==> src/rtl/rc4_pkg.sv <==
// Shared types and constants for the RC4 decrypt engine: FSM state encoding,
// S-box depth and the printable-character window used for early key rejection.
package rc4_pkg;

    localparam int         S_DEPTH  = 256;
    localparam logic [7:0] ASCII_LO = 8'h61;
    localparam logic [7:0] ASCII_HI = 8'h7A;
    localparam logic [7:0] ASCII_SP = 8'h20;

    typedef enum logic [3:0] {
        IDLE,
        INIT,
        KSA_RD_SI,
        KSA_RD_SJ,
        KSA_WR_I,
        KSA_WR_J,
        PRGA_RD_SI,
        PRGA_RD_SJ,
        PRGA_WR_I,
        PRGA_WR_J,
        PRGA_RD_F,
        PRGA_WR_OUT,
        WAIT,
        DONE
    } rc4_state_e;

    // Accepts lowercase letters and space only; anything else marks the key as wrong.
    function automatic logic is_printable(input logic [7:0] b);
        return ((b >= ASCII_LO) && (b <= ASCII_HI)) || (b == ASCII_SP);
    endfunction

endpackage

==> src/rtl/rc4_key_byte_sel.sv <==
// Tracks i mod KEY_BYTES with a wrapping counter during the key schedule and
// presents the matching key byte (byte 0 is the most significant byte of key).
module rc4_key_byte_sel #(
    parameter int KEY_BYTES = 3
) (
    input  logic                   clk,
    input  logic                   reset_n,
    input  logic                   clear_i,
    input  logic                   advance_i,
    input  logic [8*KEY_BYTES-1:0] key_i,
    output logic [7:0]             key_byte_o
);

    localparam int                IDX_W    = (KEY_BYTES > 1) ? $clog2(KEY_BYTES) : 1;
    localparam logic [IDX_W-1:0]  IDX_LAST = IDX_W'(KEY_BYTES - 1);

    logic [IDX_W-1:0] idx_q, idx_d;
    logic [7:0]       key_bytes [KEY_BYTES];

    for (genvar b = 0; b < KEY_BYTES; b++) begin : g_key_bytes
        assign key_bytes[b] = key_i[8*(KEY_BYTES-b)-1 -: 8];
    end

    // NOTE: give every always_comb target a default first; a path that leaves
    // one unassigned would infer a latch.
    always_comb begin
        idx_d = idx_q;
        if (clear_i) begin
            idx_d = '0;
        end else if (advance_i) begin
            idx_d = (idx_q == IDX_LAST) ? '0 : idx_q + 1'b1;
        end
    end

    // NOTE: sequential state uses non-blocking assignments only, so every
    // register samples pre-edge values regardless of block ordering.
    always_ff @(posedge clk or negedge reset_n) begin
        if (!reset_n) begin
            idx_q <= '0;
        end else begin
            idx_q <= idx_d;
        end
    end

    assign key_byte_o = key_bytes[idx_q];

endmodule

==> src/rtl/rc4_decrypt_engine.sv <==
// RC4 core: S-box init, key schedule and keystream decryption of one message
// against external S-memory, ciphertext ROM and plaintext RAM.
module rc4_decrypt_engine
    import rc4_pkg::*;
#(
    parameter int KEY_BYTES   = 3,
    parameter int MSG_LEN     = 32,
    parameter int MSG_AW      = 5,
    parameter int CHECK_ASCII = 1
) (
    input  logic                   clk,
    input  logic                   reset_n,
    input  logic                   start,
    input  logic [8*KEY_BYTES-1:0] key,
    output logic                   busy,
    output logic                   done,
    output logic                   key_fail,
    output logic [7:0]             s_addr,
    output logic [7:0]             s_wdata,
    output logic                   s_wren,
    input  logic [7:0]             s_rdata,
    output logic [MSG_AW-1:0]      rom_addr,
    input  logic [7:0]             rom_rdata,
    output logic [MSG_AW-1:0]      out_addr,
    output logic [7:0]             out_wdata,
    output logic                   out_wren
);

    localparam logic [7:0]        I_LAST = 8'(S_DEPTH - 1);
    localparam logic [MSG_AW-1:0] K_LAST = MSG_AW'(MSG_LEN - 1);

    rc4_state_e state_q, state_d;
    rc4_state_e ret_q, ret_d;

    logic [7:0]             i_q, i_d;
    logic [7:0]             j_q, j_d;
    logic [7:0]             si_q, si_d;
    logic [7:0]             sj_q, sj_d;
    logic [7:0]             f_q, f_d;
    logic [7:0]             ct_q, ct_d;
    logic [MSG_AW-1:0]      k_q, k_d;
    logic [8*KEY_BYTES-1:0] key_q, key_d;
    logic                   key_fail_q, key_fail_d;

    logic       ks_clear;
    logic       ks_advance;
    logic [7:0] key_byte;
    logic [7:0] plain;
    logic [7:0] wait_addr;

    rc4_key_byte_sel #(
        .KEY_BYTES (KEY_BYTES)
    ) u_key_sel (
        .clk        (clk),
        .reset_n    (reset_n),
        .clear_i    (ks_clear),
        .advance_i  (ks_advance),
        .key_i      (key_q),
        .key_byte_o (key_byte)
    );

    assign plain = f_q ^ ct_q;

    // WAIT keeps driving the address of the read it follows, so the memory sees
    // a stable address for the whole read latency.
    always_comb begin
        wait_addr = 8'h00;
        case (ret_q)
            KSA_RD_SI, PRGA_RD_SI: wait_addr = i_q;
            KSA_RD_SJ, PRGA_RD_SJ: wait_addr = j_q;
            PRGA_RD_F:             wait_addr = si_q + sj_q;
            default:               wait_addr = 8'h00;
        endcase
    end

    always_comb begin
        state_d    = state_q;
        ret_d      = ret_q;
        i_d        = i_q;
        j_d        = j_q;
        si_d       = si_q;
        sj_d       = sj_q;
        f_d        = f_q;
        ct_d       = ct_q;
        k_d        = k_q;
        key_d      = key_q;
        key_fail_d = key_fail_q;
        ks_clear   = 1'b0;
        ks_advance = 1'b0;
        s_addr     = 8'h00;
        s_wdata    = 8'h00;
        s_wren     = 1'b0;
        out_addr   = '0;
        out_wdata  = 8'h00;
        out_wren   = 1'b0;
        done       = 1'b0;

        case (state_q)
            IDLE: begin
                if (start) begin
                    key_d      = key;
                    key_fail_d = 1'b0;
                    i_d        = 8'h00;
                    j_d        = 8'h00;
                    k_d        = '0;
                    ks_clear   = 1'b1;
                    state_d    = INIT;
                end
            end

            INIT: begin
                s_addr  = i_q;
                s_wdata = i_q;
                s_wren  = 1'b1;
                i_d     = i_q + 8'd1;
                if (i_q == I_LAST) begin
                    j_d     = 8'h00;
                    state_d = KSA_RD_SI;
                end
            end

            KSA_RD_SI: begin
                s_addr  = i_q;
                ret_d   = KSA_RD_SI;
                state_d = WAIT;
            end

            KSA_RD_SJ: begin
                s_addr  = j_q;
                ret_d   = KSA_RD_SJ;
                state_d = WAIT;
            end

            KSA_WR_I: begin
                s_addr  = i_q;
                s_wdata = sj_q;
                s_wren  = 1'b1;
                state_d = KSA_WR_J;
            end

            KSA_WR_J: begin
                s_addr     = j_q;
                s_wdata    = si_q;
                s_wren     = 1'b1;
                i_d        = i_q + 8'd1;
                ks_advance = 1'b1;
                if (i_q == I_LAST) begin
                    j_d     = 8'h00;
                    k_d     = '0;
                    state_d = PRGA_RD_SI;
                end else begin
                    state_d = KSA_RD_SI;
                end
            end

            PRGA_RD_SI: begin
                i_d     = i_q + 8'd1;
                s_addr  = i_q + 8'd1;
                ret_d   = PRGA_RD_SI;
                state_d = WAIT;
            end

            PRGA_RD_SJ: begin
                s_addr  = j_q;
                ret_d   = PRGA_RD_SJ;
                state_d = WAIT;
            end

            PRGA_WR_I: begin
                s_addr  = i_q;
                s_wdata = sj_q;
                s_wren  = 1'b1;
                state_d = PRGA_WR_J;
            end

            PRGA_WR_J: begin
                s_addr  = j_q;
                s_wdata = si_q;
                s_wren  = 1'b1;
                state_d = PRGA_RD_F;
            end

            PRGA_RD_F: begin
                s_addr  = si_q + sj_q;
                ret_d   = PRGA_RD_F;
                state_d = WAIT;
            end

            PRGA_WR_OUT: begin
                out_addr  = k_q;
                out_wdata = plain;
                out_wren  = 1'b1;
                if ((CHECK_ASCII != 0) && !is_printable(plain)) begin
                    key_fail_d = 1'b1;
                    state_d    = DONE;
                end else if (k_q == K_LAST) begin
                    state_d = DONE;
                end else begin
                    k_d     = k_q + 1'b1;
                    state_d = PRGA_RD_SI;
                end
            end

            WAIT: begin
                s_addr = wait_addr;
                case (ret_q)
                    KSA_RD_SI: begin
                        si_d    = s_rdata;
                        j_d     = j_q + s_rdata + key_byte;
                        state_d = KSA_RD_SJ;
                    end
                    KSA_RD_SJ: begin
                        sj_d    = s_rdata;
                        state_d = KSA_WR_I;
                    end
                    PRGA_RD_SI: begin
                        si_d    = s_rdata;
                        j_d     = j_q + s_rdata;
                        state_d = PRGA_RD_SJ;
                    end
                    PRGA_RD_SJ: begin
                        sj_d    = s_rdata;
                        state_d = PRGA_WR_I;
                    end
                    PRGA_RD_F: begin
                        f_d     = s_rdata;
                        ct_d    = rom_rdata;
                        state_d = PRGA_WR_OUT;
                    end
                    default: state_d = IDLE;
                endcase
            end

            DONE: begin
                done    = 1'b1;
                state_d = IDLE;
            end

            default: state_d = IDLE;
        endcase
    end

    always_ff @(posedge clk or negedge reset_n) begin
        if (!reset_n) begin
            state_q    <= IDLE;
            ret_q      <= IDLE;
            i_q        <= 8'h00;
            j_q        <= 8'h00;
            si_q       <= 8'h00;
            sj_q       <= 8'h00;
            f_q        <= 8'h00;
            ct_q       <= 8'h00;
            k_q        <= '0;
            key_q      <= '0;
            key_fail_q <= 1'b0;
        end else begin
            state_q    <= state_d;
            ret_q      <= ret_d;
            i_q        <= i_d;
            j_q        <= j_d;
            si_q       <= si_d;
            sj_q       <= sj_d;
            f_q        <= f_d;
            ct_q       <= ct_d;
            k_q        <= k_d;
            key_q      <= key_d;
            key_fail_q <= key_fail_d;
        end
    end

    assign busy     = (state_q != IDLE) && (state_q != DONE);
    assign key_fail = key_fail_q;
    assign rom_addr = k_q;

endmodule
==> config.mk <==
export PLATFORM = sky130hd
export DESIGN_NAME = rc4_decrypt_engine
export DESIGN_NICKNAME = d
export VERILOG_FILES = /design/src/rtl/rc4_pkg.sv /design/src/rtl/rc4_key_byte_sel.sv /design/src/rtl/rc4_decrypt_engine.sv
export SDC_FILE = /design/constraint.sdc
export NUM_CORES = 1
export LEC_CHECK = 0
export ABC_CLOCK_PERIOD_IN_PS = 3100
export CELL_PAD_IN_SITES_DETAIL_PLACEMENT = 2
export CELL_PAD_IN_SITES_GLOBAL_PLACEMENT = 2
export CORE_MARGIN = 8
export CORE_UTILIZATION = 30
export DETAILED_ROUTE_END_ITERATION = 8
export PLACE_DENSITY_LB_ADDON = 0.1
export SLEW_MARGIN = 20
export SYNTH_ARGS = -nofsm -noshare
export SYNTH_HDL_FRONTEND = slang
export SYNTH_SLANG_ARGS = --single-unit
==> constraint.sdc <==
create_clock -name clk -period 3.1 [get_ports clk]
set_input_delay 0.31 -clock clk [delete_from_list [all_inputs] [get_ports clk]]
set_output_delay 0.31 -clock clk [all_outputs]
set_load 0.1 [all_outputs]
# [Word level (Yosys, flattened, before mapping)]
# Cells that the tools add are included.
[totals] regBits=88 input_bits=43 output_inout_bits=39 elab_cells=122
[op_classes] add_sub_neg=6 magnitude_cmp=3 eq_ne=31 muxes=38 bitwise=2 reduce_logical=30
[ops] op="8-bit one-hot mux with 3 select lines" count=3
[ops] op="8-bit 2-to-1 mux" count=5
[ops] op="4-bit one-hot mux with 5 select lines" count=2
[ops] op="8-bit one-hot mux with 5 select lines" count=1
[ops] op="4-bit one-hot mux with 9 select lines" count=1
[ops] op="8-bit one-hot mux with 2 select lines" count=2
[ops] op="4-bit == test, second input constant" count=7
[ops] op="5-bit 2-to-1 mux" count=5
[ops] op="8-bit adder" count=3
[ops] op="4-bit by 3-bit == test with 1-bit output, second input constant" count=6
[ops] op="8-bit binary-select mux with 2-bit select" count=1
[ops] op="4-bit by 2-bit == test with 1-bit output, second input constant" count=4
[ops] op="4-bit 2-to-1 mux" count=4
[ops] op="5-bit one-hot mux with 3 select lines" count=1
[ops] op="2-bit != test, second input constant" count=6
[ops] op="2-bit AND reduction" count=6
[ops] op="2-bit OR reduction" count=5
[ops] op="5-bit OR reduction" count=2
[ops] op="8-bit by 1-bit adder with 8-bit output, second input constant" count=1
[ops] op="8-bit by 6-bit == test with 1-bit output, second input constant" count=1
[ops] op="8-bit == test, second input constant" count=1
[ops] op="8-bit by 7-bit >= comparator with 1-bit output, second input constant" count=1
[ops] op="8-bit by 7-bit less-or-equal comparator with 1-bit output, second input constant" count=1
[ops] op="1-bit 2-to-1 mux" count=8
[ops] op="26 further kinds" count=33

# [Depth between registers and ports, before layout]
# Gate-level depths: netlist of run 1.
[logic_depth] word_depth=7 mapped_depth=15 depth_no_buf=15

# [By module]
# A second synthesis of run 1 with hierarchy kept.
[hier_totals] hier_cells=584 area_unflattened_um2=5439.0
[by_module_without_submodules] module="rc4_decrypt_engine" instances=1 cells_per_inst=556 area_each_um2=5166.2 seq_area_each_um2=2152.1
[by_module_without_submodules] module="rc4_key_byte_sel" instances=1 cells_per_inst=28 area_each_um2=272.8 seq_area_each_um2=50.0

# [Worst setup path before layout of run 1]
# Ideal clock, no wire load.
[synth_timing] path_type="register to output" startpoint="register si_q[0]" endpoint="output port s_addr[4]" t_arrival_ns=3.849 required_time_ns=2.790 slack_ns=-1.059 stages_incl_launch_ff=10 path_buffers=0 cell_sequence="dfrtp_1 > ha_1 > fa_1 > a21o_1 > a21oi_1 > xnor2_1 > nor2_1 > mux2i_1 > o21a_1 > o21ai_0"
[synth_between] elab_chain_len=3
[synth_lines] item="from (decl)" line="rc4_decrypt_engine.sv:37" text="logic [7:0] si_q, si_d;"
[synth_lines] item="from (signal assigned)" line="rc4_decrypt_engine.sv:261" text="si_q <= si_d;"
[synth_lines] item="8-bit adder (*)" line="rc4_decrypt_engine.sv:71, rc4_decrypt_engine.sv:184"
[synth_lines] item="8-bit one-hot mux with 3 select lines" line="rc4_decrypt_engine.sv:68" text="case (ret_q)"
[synth_lines] item="8-bit one-hot mux with 5 select lines (*)" line="rc4_decrypt_engine.sv:98" text="case (state_q)"
[synth_lines] item="to (decl)" line="rc4_decrypt_engine.sv:18" text="output logic [7:0] s_addr,"
# Mark *: on every way between the ends. The rest lies on a longest branch, timed or not.

# [Final worst setup path of run 1]
[layout_timing] startpoint="register j_q[0]" endpoint="register j_q[7]"
[layout_between] elab_chain_len=4
[layout_lines] item="from (decl)" line="rc4_decrypt_engine.sv:36" text="logic [7:0] j_q, j_d;"
[layout_lines] item="from (signal assigned)" line="rc4_decrypt_engine.sv:260" text="j_q <= j_d;"
[layout_lines] item="8-bit adder (*)" line="rc4_decrypt_engine.sv:209, rc4_decrypt_engine.sv:218"
[layout_lines] item="8-bit adder" line="rc4_decrypt_engine.sv:209" text="j_d = j_q + s_rdata + key_byte;"
[layout_lines] item="8-bit one-hot mux with 2 select lines (*)" line="rc4_decrypt_engine.sv:206" text="case (ret_q)"
[layout_lines] item="8-bit one-hot mux with 3 select lines (*)" line="rc4_decrypt_engine.sv:98"
# Marks and branches as above.
# A chain may end at the register's enable or synchronous reset.

==> results of run 1 <==
[timing repair]
action                                  CTS  global route
resized for setup                        17            15
hold endpoints to repair                 37             0
hold buffers                              1             0
pin swaps                                10            11
endpoints found under the setup margin    8            10
buffers inserted                          3             4
gates cloned                              0             0
[per-stage QoR]
| stage | instance area, µm² | utilization (%) | setup WS, ns | instances | power, mW |
|---|---|---|---|---|---|
| 2_1_floorplan | 5520 | - | -0.304 | 616 | 6.24 |
| 3_3_place_gp | 7100 | 39.4 | -0.679 | 939 | 8.30 |
| 3_5_place_dp | 7100 | 39.4 | -0.791 | 939 | 8.59 |
| 4_1_cts | 7510 | 41.7 | -0.116 | 959 | 10.1 |
| 5_1_grt | 7620 | 42.3 | -0.267 | 963 | 10.9 |
| 6_report | 7620 | 42.3 | -0.0962 | 963 | 10.3 |
[cells in the mapped netlist (all sizes together) (6+ instances only)]
cell type and instances:
inv 22, mux2i 12, clkbuf 24, and3 6, nor3 11, a222oi 11
o21ai 47, nand2b 9, nand3 12, xnor2 23, xor2 6, and2 10
a21o 8, mux2 33, nand2 127, a21oi 33, ha 24, nor2 37
dfrtp 88
[how the worst max path moves through the flow]
stage	endpoint	slack [ns]	depth (start not counted)
CTS	j_q[7]	-0.12	13
floorplan	s_addr[4]	-0.30	9
detailed placement	j_q[7]	-0.79	14
global route	j_q[7]	-0.27	13
finish	j_q[7]	-0.1	13
global placement	j_q[7]	-0.68	14
[cell usage in the layout, fill, tap and decap left out, drive strengths merged, types with 24 or more instances in the layout]
cell             n
dfrtp           88
ha              24
buf             88
mux2            33
clkdlybuf4s50   40
inv             24
nor2            37
a21oi           33
o21ai           47
nand2          127
[report_power, final]
group	switching (mW)	internal [mW]	total (mW)	leakage [nW]
combinational	4.19	2.75	6.94	2.21
clock	0.530	0.660	1.19	0.151
sequential	0.493	1.63	2.13	1.10
total	5.21	5.05	10.3	3.45
[kinds of logic (layout without fill, tap and decap cells)]
kind of cell             after synthesis  in the layout  synth area share [%]
multiplexers                          45             45                  8.92
buffers and inverters                 51            169                  3.54
AO/OA/AOI/OAI                        140            140                  16.9
AND/OR/NAND/NOR                      236            236                  19.6
adder cells (fa/ha/maj)               27             27                  6.54
XOR/XNOR                              29             29                  4.61
flip-flops                            88             88                  39.9
[sequential cells by signal, indices dropped and copies added, names as in the netlist]
name	flops
ct_q	8
f_q	8
i_q	8
j_q	8
key_fail	1
key_q	24
ret_q	4
rom_addr	5
si_q	8
sj_q	8
state_q	4
u_key_sel.idx_q	2
[tightest hold or removal path: cells and delay by family]
kind,cells,cell delay [ns]
buf+inv,2,0.31
mux,1,0.14
[layout make-up]
| type | count | share of cell area, % |
|---|---|---|
| multi-input cells | 477 | 42.9 |
| clock buffers | 10 | 3.13 |
| flip-flops and latches | 88 | 28.9 |
| clock inverters | 6 | 0.985 |
| repair buffers | 131 | 19.2 |
| inverters | 22 | 1.08 |
| well taps | 229 | 3.76 |
[per-layer routing]
metal,up-vias,wire (µm),GRT usage [%]
met5,-,0,0
met4,0,225,4.02
met3,15,678,3.03
met2,81,10700,32.4
met1,2661,8860,23.2
li1,2405,-,-
==> run metrics, run 1 <==
number of instances in the synthesized netlist=616; fraction of synthesis flops using an asynchronous set or reset pin=100%; RSZ-0062 raised after global routing=yes; worst min path class=input pin to flip-flop; critical path launch point=j_q[0]; clk sinks=88; proportion of netlist area held by the largest area contributor=39.9%; post-detailed-route wirelength per cell=21.2 µm; count of max-cap constraint violations=0; maximum clock frequency=313 MHz; source of the worst register-to-register timing path=j_q[0]; cell type of the slowest stage on the worst timing path=dfrtp_1; final estimated routing congestion in global placement=0.827; nets=799; source of the worst hold timing path=s_rdata[1]; via count of the first global-routing pass=5782; violations in the final reports=setup timing; ordered list of cells on the worst path=ha_2 -> fa_2 -> a21o_1 -> a21oi_4 -> o21bai_1 -> a21oi_2 -> xnor2_2 -> ha_1 -> o41ai_2 -> mux2i_1 -> xnor2_1 -> or3_1 -> nand3_1; clock-pin slew reported for the worst setup and hold paths after clock tree synthesis=0.08 ns; nets in the synthesized netlist=686; Worst Hold End=f_q[1]; number of violations reported at the end of detailed-routing iteration 0=280; Reg2Reg Capture Point=j_q[7]; final number of max-transition violations=0; Synth Warn #=0; Cell Pwr Density=1350 mW/mm²; final worst clock skew=0.0134 ns; average cell area after synthesis=8.95 µm²; sort of element at the start of the critical path=flip-flop; maximum number of pins on one net before global-route repair=40; area enclosed by the die boundary=0.0230 mm²; first-pass GRT wire length=32600 µm; maximum clock insertion buffer count=2; final-report hold violation count=0; cell chosen for the clock root=clkbuf_16; share of cells above drive strength 1=22.5%; Buffers & Inverters on Critical Path=0; via count=5162; share of the clock period used by the worst path after layout=103%; number of flops mapped to enable cells by yosys=0; Peak supply drop=701 µV; worst hold margin=0.425 ns; Final setup viols=1; Congestion Overflow GR=0; core area=0.0180 mm²; TritonCTS clock tree=done; I/O pin total=82; Inserted Clock Buffers=9; worst-case headroom to the max-slew limit=33.9%; classification of the worst setup path=flip-flop to flip-flop; synth top area cells=dfrtp_1 40%, nand2_1 8.6%, ha_1 5.4%; final routed wirelength across all metal layers=20500 µm; fill cell instance count of the final layout=1953; synthesis-to-layout area growth=38.3%; post-route worst setup slack=-0.0962 ns; CP Capture Type=flip-flop; largest fanout of any net on the critical path=2; Max stage delay on crit path=0.39 ns; result of the run=finished, violations left; Req. time, crit path=3.39 ns; Reg2Reg Depth=13; IO Port Bufs=81; n_diodes=0; overall global routing resource usage=18.4%; post-synthesis instance area=0.00551 mm²; drt first pass iters=8; signal arrival time at the worst endpoint=3.49 ns; slew at the pin with the worst max-slew slack=0.988 ns; multi-input combinational cell area=0.00327 mm²; register bit total from synthesis=88; number of distinct library cell variants in the gate-level netlist after synthesis=63; post-layout minimum cycle time=3.20 ns; number of antenna violations at the first check in global routing=0; Die Width=152 µm; Fin Setup TNS=-0.0962 ns; CTS H-Tree Depth=3; prevailing post-synth register cell=dfrtp_1; site row count=49; cell taking the most area after synthesis=dfrtp_1; gate family responsible for the most delay along the worst path=compound AO/OA/AOI/OAI gates; sequential area share after synthesis=39.9%; Die Ht=152 µm; initial core utilization=30.6%; post-detail-place hpwl=15500 µm; post-detailed-route via-to-cell ratio=5.36; leak pwr=3.45 nW; antenna violation net count after detailed routing=0; Worst Hold Depth=3; insertion delay to the later sink of the worst-skew pair=0.36 ns; setup slack, reg-to-reg=-0.1 ns; remaining routing DRC violations=0; Sequential cell area=0.00220 mm²
Note: power is estimated with default switching activity, not from simulation.
==> run 2: changes to the inputs <==
- CAP_MARGIN: not set -> 5
- REMOVE_ABC_BUFFERS: not set -> 1
==> run 2 against run 1 <==
Net effect: the flow still finishes with violations (setup timing); fmax is 1.9% higher; critical endpoint unchanged; largest power group unchanged; register-to-register slack better by 0.07 ns; largest cell class unchanged; sequential cell count stayed put; global-route usage is 0.49 points lower.
==> run metrics, run 2 (synthesis gave the netlist of run 1 again) <==
signal arrival time at the worst endpoint=3.42 ns; ordered list of cells on the worst path=clkdlybuf4s50_1 -> ha_1 -> and3_1 -> a221o_1 -> nor2_1 -> xnor2_1 -> ha_1 -> buf_4 -> o21ai_0 -> nand2b_1 -> o41ai_2 -> mux2i_1 -> xnor2_1 -> or3_1 -> nand3_1; commonest non-fill, non-tap cell in the layout=nand2_1; register ranked first by flip-flop count=key_q; GR Layer Usage met2=31.0%; maximum clock insertion buffer count=2; insertion delay to the later sink of the worst-skew pair=0.35 ns; CP Capture Type=flip-flop; maximum number of pins on one net before global-route repair=41; Req. time, crit path=3.38 ns; site row count=49; gate family responsible for the most delay along the worst path=simple AND/OR/NAND/NOR gates; initial core utilization=30.6%; area enclosed by the die boundary=0.0230 mm²; via count of the first global-routing pass=5811; via count=5033; final-report hold violation count=0; Final setup viols=1; Max stage delay on crit path=0.53 ns; final number of max-transition violations=0; n_diodes=0; largest fanout of any net on the critical path=4; post-detailed-route via-to-cell ratio=5.24; post-layout minimum cycle time=3.14 ns; final worst clock skew=0.00725 ns; number of violations reported at the end of detailed-routing iteration 0=248; share of cells above drive strength 1=21.0%; cell chosen for the clock root=clkbuf_16; number of placed cells counting well taps=937; setup slack, reg-to-reg=-0.03 ns; antenna violation net count after detailed routing=0; Cell Pwr Density=1340 mW/mm²; overall global routing resource usage=17.9%; Inserted Clock Buffers=9; clock-pin slew reported for the worst setup and hold paths after clock tree synthesis=0.07 ns; post-detailed-route wirelength per cell=20.8 µm; final core occ=41.9%; violations in the final reports=setup timing; source of the worst register-to-register timing path=j_q[0]; sort of element at the start of the critical path=input pin; share of the clock period used by the worst path after layout=101%; TritonCTS clock tree=done; flip-flop count of the largest register after layout=24; final estimated routing congestion in global placement=0.803; Comb pwr share=67.2%; Die Ht=152 µm; IO Port Bufs=81; post-detail-place hpwl=15400 µm; final routed wirelength across all metal layers=20000 µm; source of the worst hold timing path=key[2]; drt first pass iters=4; CTS H-Tree Depth=3; synthesis-to-layout area growth=36.9%; Buffers & Inverters on Critical Path=2; critical path launch point=s_rdata[2]; clk sinks=88; number of antenna violations at the first check in global routing=0; Die Width=152 µm; Peak supply drop=1040 µV; highest-count cells in the layout ignoring fill and taps=127 x nand2_1, 87 x dfrtp_1, 56 x buf_4; core area=0.0180 mm²; first-pass GRT wire length=31900 µm; fill cell instance count of the final layout=1979; sequential share of power=20.6%; cell-internal power=5.06 mW; classification of the worst setup path=input pin to flip-flop; post-route worst setup slack=-0.0378 ns; count of max-cap constraint violations=0; fraction of power spent switching nets=50.2%; leak pwr=3.40 nW; peak-usage layer in the global routing report=met2; I/O pin total=82; power dissipated by switching net loads=5.09 mW; worst setup slack before clock tree synthesis=-0.780 ns; nets=797; cell type of the slowest stage on the worst timing path=clkdlybuf4s50_1; Cell Count, Final, Fillers Out=961; slew at the pin with the worst max-slew slack=0.979 ns; Congestion Overflow GR=0; worst min path class=input pin to flip-flop; RSZ-0062 raised after global routing=yes; result of the run=finished, violations left; met1 track demand over resource in global routing=22.8%; global routing usage on met3=2.44%; worst-case headroom to the max-slew limit=34.5%; remaining routing DRC violations=0; maximum clock frequency=319 MHz; relative contribution of the clock network to total power=12.2%
## run 2: cell types whose count changed in the layout (fill, tap and decap cells not counted), sizes merged
cell	before	now
clkinvlp	1	2
buf	88	86
clkbuf	10	9
clkinv	2	1
bufinv	1	2
dlygate4sd2	1	2
dlymetal6s2s	1	0
## run 2: final cells by class
cell class                      instances  area, µm²  area share, %
Inverter                               22       82.6           1.09
Tap cell                              229        287           3.80
Sequential cell                        88       2200           29.2
Clock inverter                          7        101           1.34
Clock buffer                            9        225           2.98
Timing Repair Buffer                  129       1450           19.2
Multi-Input combinational cell        477       3200           42.4
## run 2: final timing paths
kind | end | depth (start not counted)
setup / recovery | j_q[7] | 15
hold / removal | key_q[2] | 3
setup reg to reg | j_q[7] | 15
hold reg to reg | key_q[16] | 2
max in group asynchronous | i_q[0] | 3
min in group asynchronous | key_q[14] | 2
## run 2: routing by layer
layer	wire, µm	vias up	share of wire [%]
met5	0	-	0
met2	10400	63	52
met4	262	0	1.3
met3	485	16	2.4
met1	8930	2569	45
li1	-	2385	-
## run 2: power by group through the flow
| stage | Clock [mW] | Sequential, mW | Combinational [mW] |
|---|---|---|---|
| 2_1_floorplan | 0 | 2.16 | 3.99 |
| 3_3_place_gp | 0 | 2.06 | 6.19 |
| 3_5_place_dp | 0 | 2.11 | 6.44 |
| 4_1_cts | 1.26 | 2.10 | 6.72 |
| 5_1_grt | 1.32 | 2.17 | 7.35 |
| 6_report | 1.23 | 2.09 | 6.82 |
## run 2: through the flow
stage	total power [mW]	TNS [ns]	instance area [µm²]	hold slack [ns]
6_report	10.1	-0.0378	7550	0.483
5_1_grt	10.8	-0.389	7550	0.477
4_1_cts	10.1	-0.0768	7500	0.477
3_5_place_dp	8.56	-1.79	7080	0.356
3_3_place_gp	8.25	-1.41	7080	0.337
2_1_floorplan	6.15	-2.60	5400	0.0144
## run 2: repair_timing
item                                    CTS  global route
hold buffers                              1             0
pin swaps                                 8             5
setup buffers                             5             2
gates cloned                              0             0
hold endpoints to repair                 38             0
resized for setup                        15             7
endpoints found under the setup margin    6             5
## run 2: tightest hold or removal path: cells and delay by family
| family | cells | cell delay (ns) |
|---|---|---|
| simple gates | 2 | 0.10 |
| buf+inv | 1 | 0.40 |
==> run 3: changes to the inputs <==
- PLACE_DENSITY: not set -> 0.76
- PLACE_DENSITY_LB_ADDON: 0.1 -> not set
==> run 3 against run 2 <==
Net effect: clock skew grew 0.0026 ns; critical path type is now flip-flop to flip-flop; highest routed layer unchanged; die area unchanged; first-iteration DRC count rose by 26%; the run still ends with setup timing left; critical endpoint unchanged; fmax down 3.9%.
==> run metrics, run 3 (synthesis gave the netlist of run 1 again) <==
sort of element at the start of the critical path=flip-flop; count of max-cap constraint violations=0; worst min path class=input pin to async pin; nets=806; worst hold margin=0.467 ns; final worst clock skew=0.00983 ns; post-detailed-route via-to-cell ratio=5.48; via count=5315; Congestion Overflow GR=0; TritonCTS clock tree=done; final number of max-transition violations=0; maximum number of pins on one net before global-route repair=35; classification of the worst setup path=flip-flop to flip-flop; final-report hold violation count=0; source of the worst register-to-register timing path=j_q[0]; Reg2Reg Depth=14; setup slack, reg-to-reg=-0.17 ns; CP Capture Type=flip-flop; Inserted Clock Buffers=9; Reg2Reg Capture Point=j_q[7]; via count of the first global-routing pass=6011; IO Port Bufs=81; insertion delay to the later sink of the worst-skew pair=0.36 ns; register ranked first by flip-flop count=key_q; initial core utilization=30.6%; CTS H-Tree Depth=3; RSZ-0062 raised after global routing=yes; post-route worst setup slack=-0.165 ns; final estimated routing congestion in global placement=0.896; Fin Setup TNS=-0.537 ns; synthesis-to-layout area growth=38.6%; Die Width=152 µm; cell type of the slowest stage on the worst timing path=dfrtp_1; post-detailed-route wirelength per cell=23.2 µm; I/O pin total=82; share of the clock period used by the worst path after layout=105%; highest-count cells in the layout ignoring fill and taps=127 x nand2_1, 88 x dfrtp_1, 61 x buf_4; signal arrival time at the worst endpoint=3.55 ns; number of violations reported at the end of detailed-routing iteration 0=313; number of antenna violations at the first check in global routing=0; n_diodes=0; instance area after placement=0.00711 mm²; commonest non-fill, non-tap cell in the layout=nand2_1; Final Instance Area=0.00764 mm²; Die Ht=152 µm; remaining routing DRC violations=0; first-pass GRT wire length=34000 µm; maximum clock frequency=306 MHz; ordered list of cells on the worst path=ha_2 -> fa_2 -> buf_4 -> buf_6 -> buf_6 -> xor2_2 -> ha_1 -> nand3_1 -> o211ai_1 -> o41ai_2 -> mux2i_1 -> xnor2_1 -> or3_1 -> nand3_1; worst-case headroom to the max-slew limit=33.4%; result of the run=finished, violations left; maximum clock insertion buffer count=2; share of cells above drive strength 1=22.8%; site row count=49; drt first pass iters=5; Max stage delay on crit path=0.40 ns; post-layout minimum cycle time=3.27 ns; slew at the pin with the worst max-slew slack=0.996 ns; Req. time, crit path=3.39 ns; antenna violation net count after detailed routing=0; clk sinks=88; violations in the final reports=setup timing; cell chosen for the clock root=clkbuf_16; overall global routing resource usage=19.4%; clock-pin slew reported for the worst setup and hold paths after clock tree synthesis=0.07 ns; area enclosed by the die boundary=0.0230 mm²; core area=0.0180 mm²; Final setup viols=6; flip-flop count of the largest register after layout=24; post-detail-place hpwl=15800 µm; final routed wirelength across all metal layers=22500 µm; largest fanout of any net on the critical path=2
-- run 3: cell count changes in the layout (fill, tap and decap cells not counted), moves of 2 or more --
cell,before,now
buf_4,56,61
buf_6,0,4
bufinv_16,2,0
clkinv_2,0,3
clkinvlp_4,2,0
o21ai_0,34,31
o21ai_2,1,3
-- run 3: final cells by class --
type                            instances  area [µm²]
Clock buffer                            9         225
Clock inverter                          7        52.6
Tap cell                              229         287
Fill cell                            1951       10400
Multi-Input combinational cell        477        3260
Sequential cell                        88        2200
Inverter                               22        82.6
Timing Repair Buffer                  138        1530
-- run 3: worst max path at each step --
stage,endpoint,slack (ns),cells past startpoint,start
after floorplan,s_addr[4],-1.06,9,si_q[0]
after global placement,j_q[7],-0.56,14,s_rdata[0]
after detailed placement,j_q[7],-0.65,14,s_rdata[0]
after CTS,j_q[7],-0.05,13,j_q[0]
after global routing,j_q[7],-0.29,14,j_q[1]
final,j_q[7],-0.17,14,j_q[0]
-- run 3: metrics by stage --
stage | std cells | worst slack, ns | util (%)
floorplan | 587 | -1.06 | -
global placement | 941 | -0.562 | 39.4
detailed placement | 941 | -0.653 | 39.4
CTS | 964 | -0.0520 | 41.6
global route | 970 | -0.286 | 42.4
finish | 970 | -0.165 | 42.4
-- run 3: timing repair --
action / in CTS / in global routing
endpoints found under the setup margin: 5 / 14
cloned: 0 / 0
hold endpoints to repair: 32 / 0
resized for setup: 14 / 23
setup buffers: 6 / 7
pin swaps: 10 / 13
hold buffers: 1 / 0
-- run 3: critical path: cells and delay by family, from the launching register on --
family                   cells  cell delay (ns)
flip-flops                   1             0.40
multiplexers                 1             0.28
adder cells (fa/ha/maj)      3             0.92
AND/OR/NAND/NOR              3             0.56
buffers and inverters        3             0.35
XOR/XNOR                     2             0.26
AO/OA/AOI/OAI                2             0.41
-- run 3: metal layers --
layer | GRT usage [%] | vias to the layer above | wire length, µm
met2 | 34.1 | 111 | 11800
met3 | 3.15 | 41 | 669
met4 | 7.15 | 0 | 576
li1 | - | 2421 | -
met1 | 23.3 | 2742 | 9470
met5 | 0 | - | 0
Power of run 3 is not shown: default switching activity piles up to over one toggle a cycle in this logic, so the estimate is an artifact.
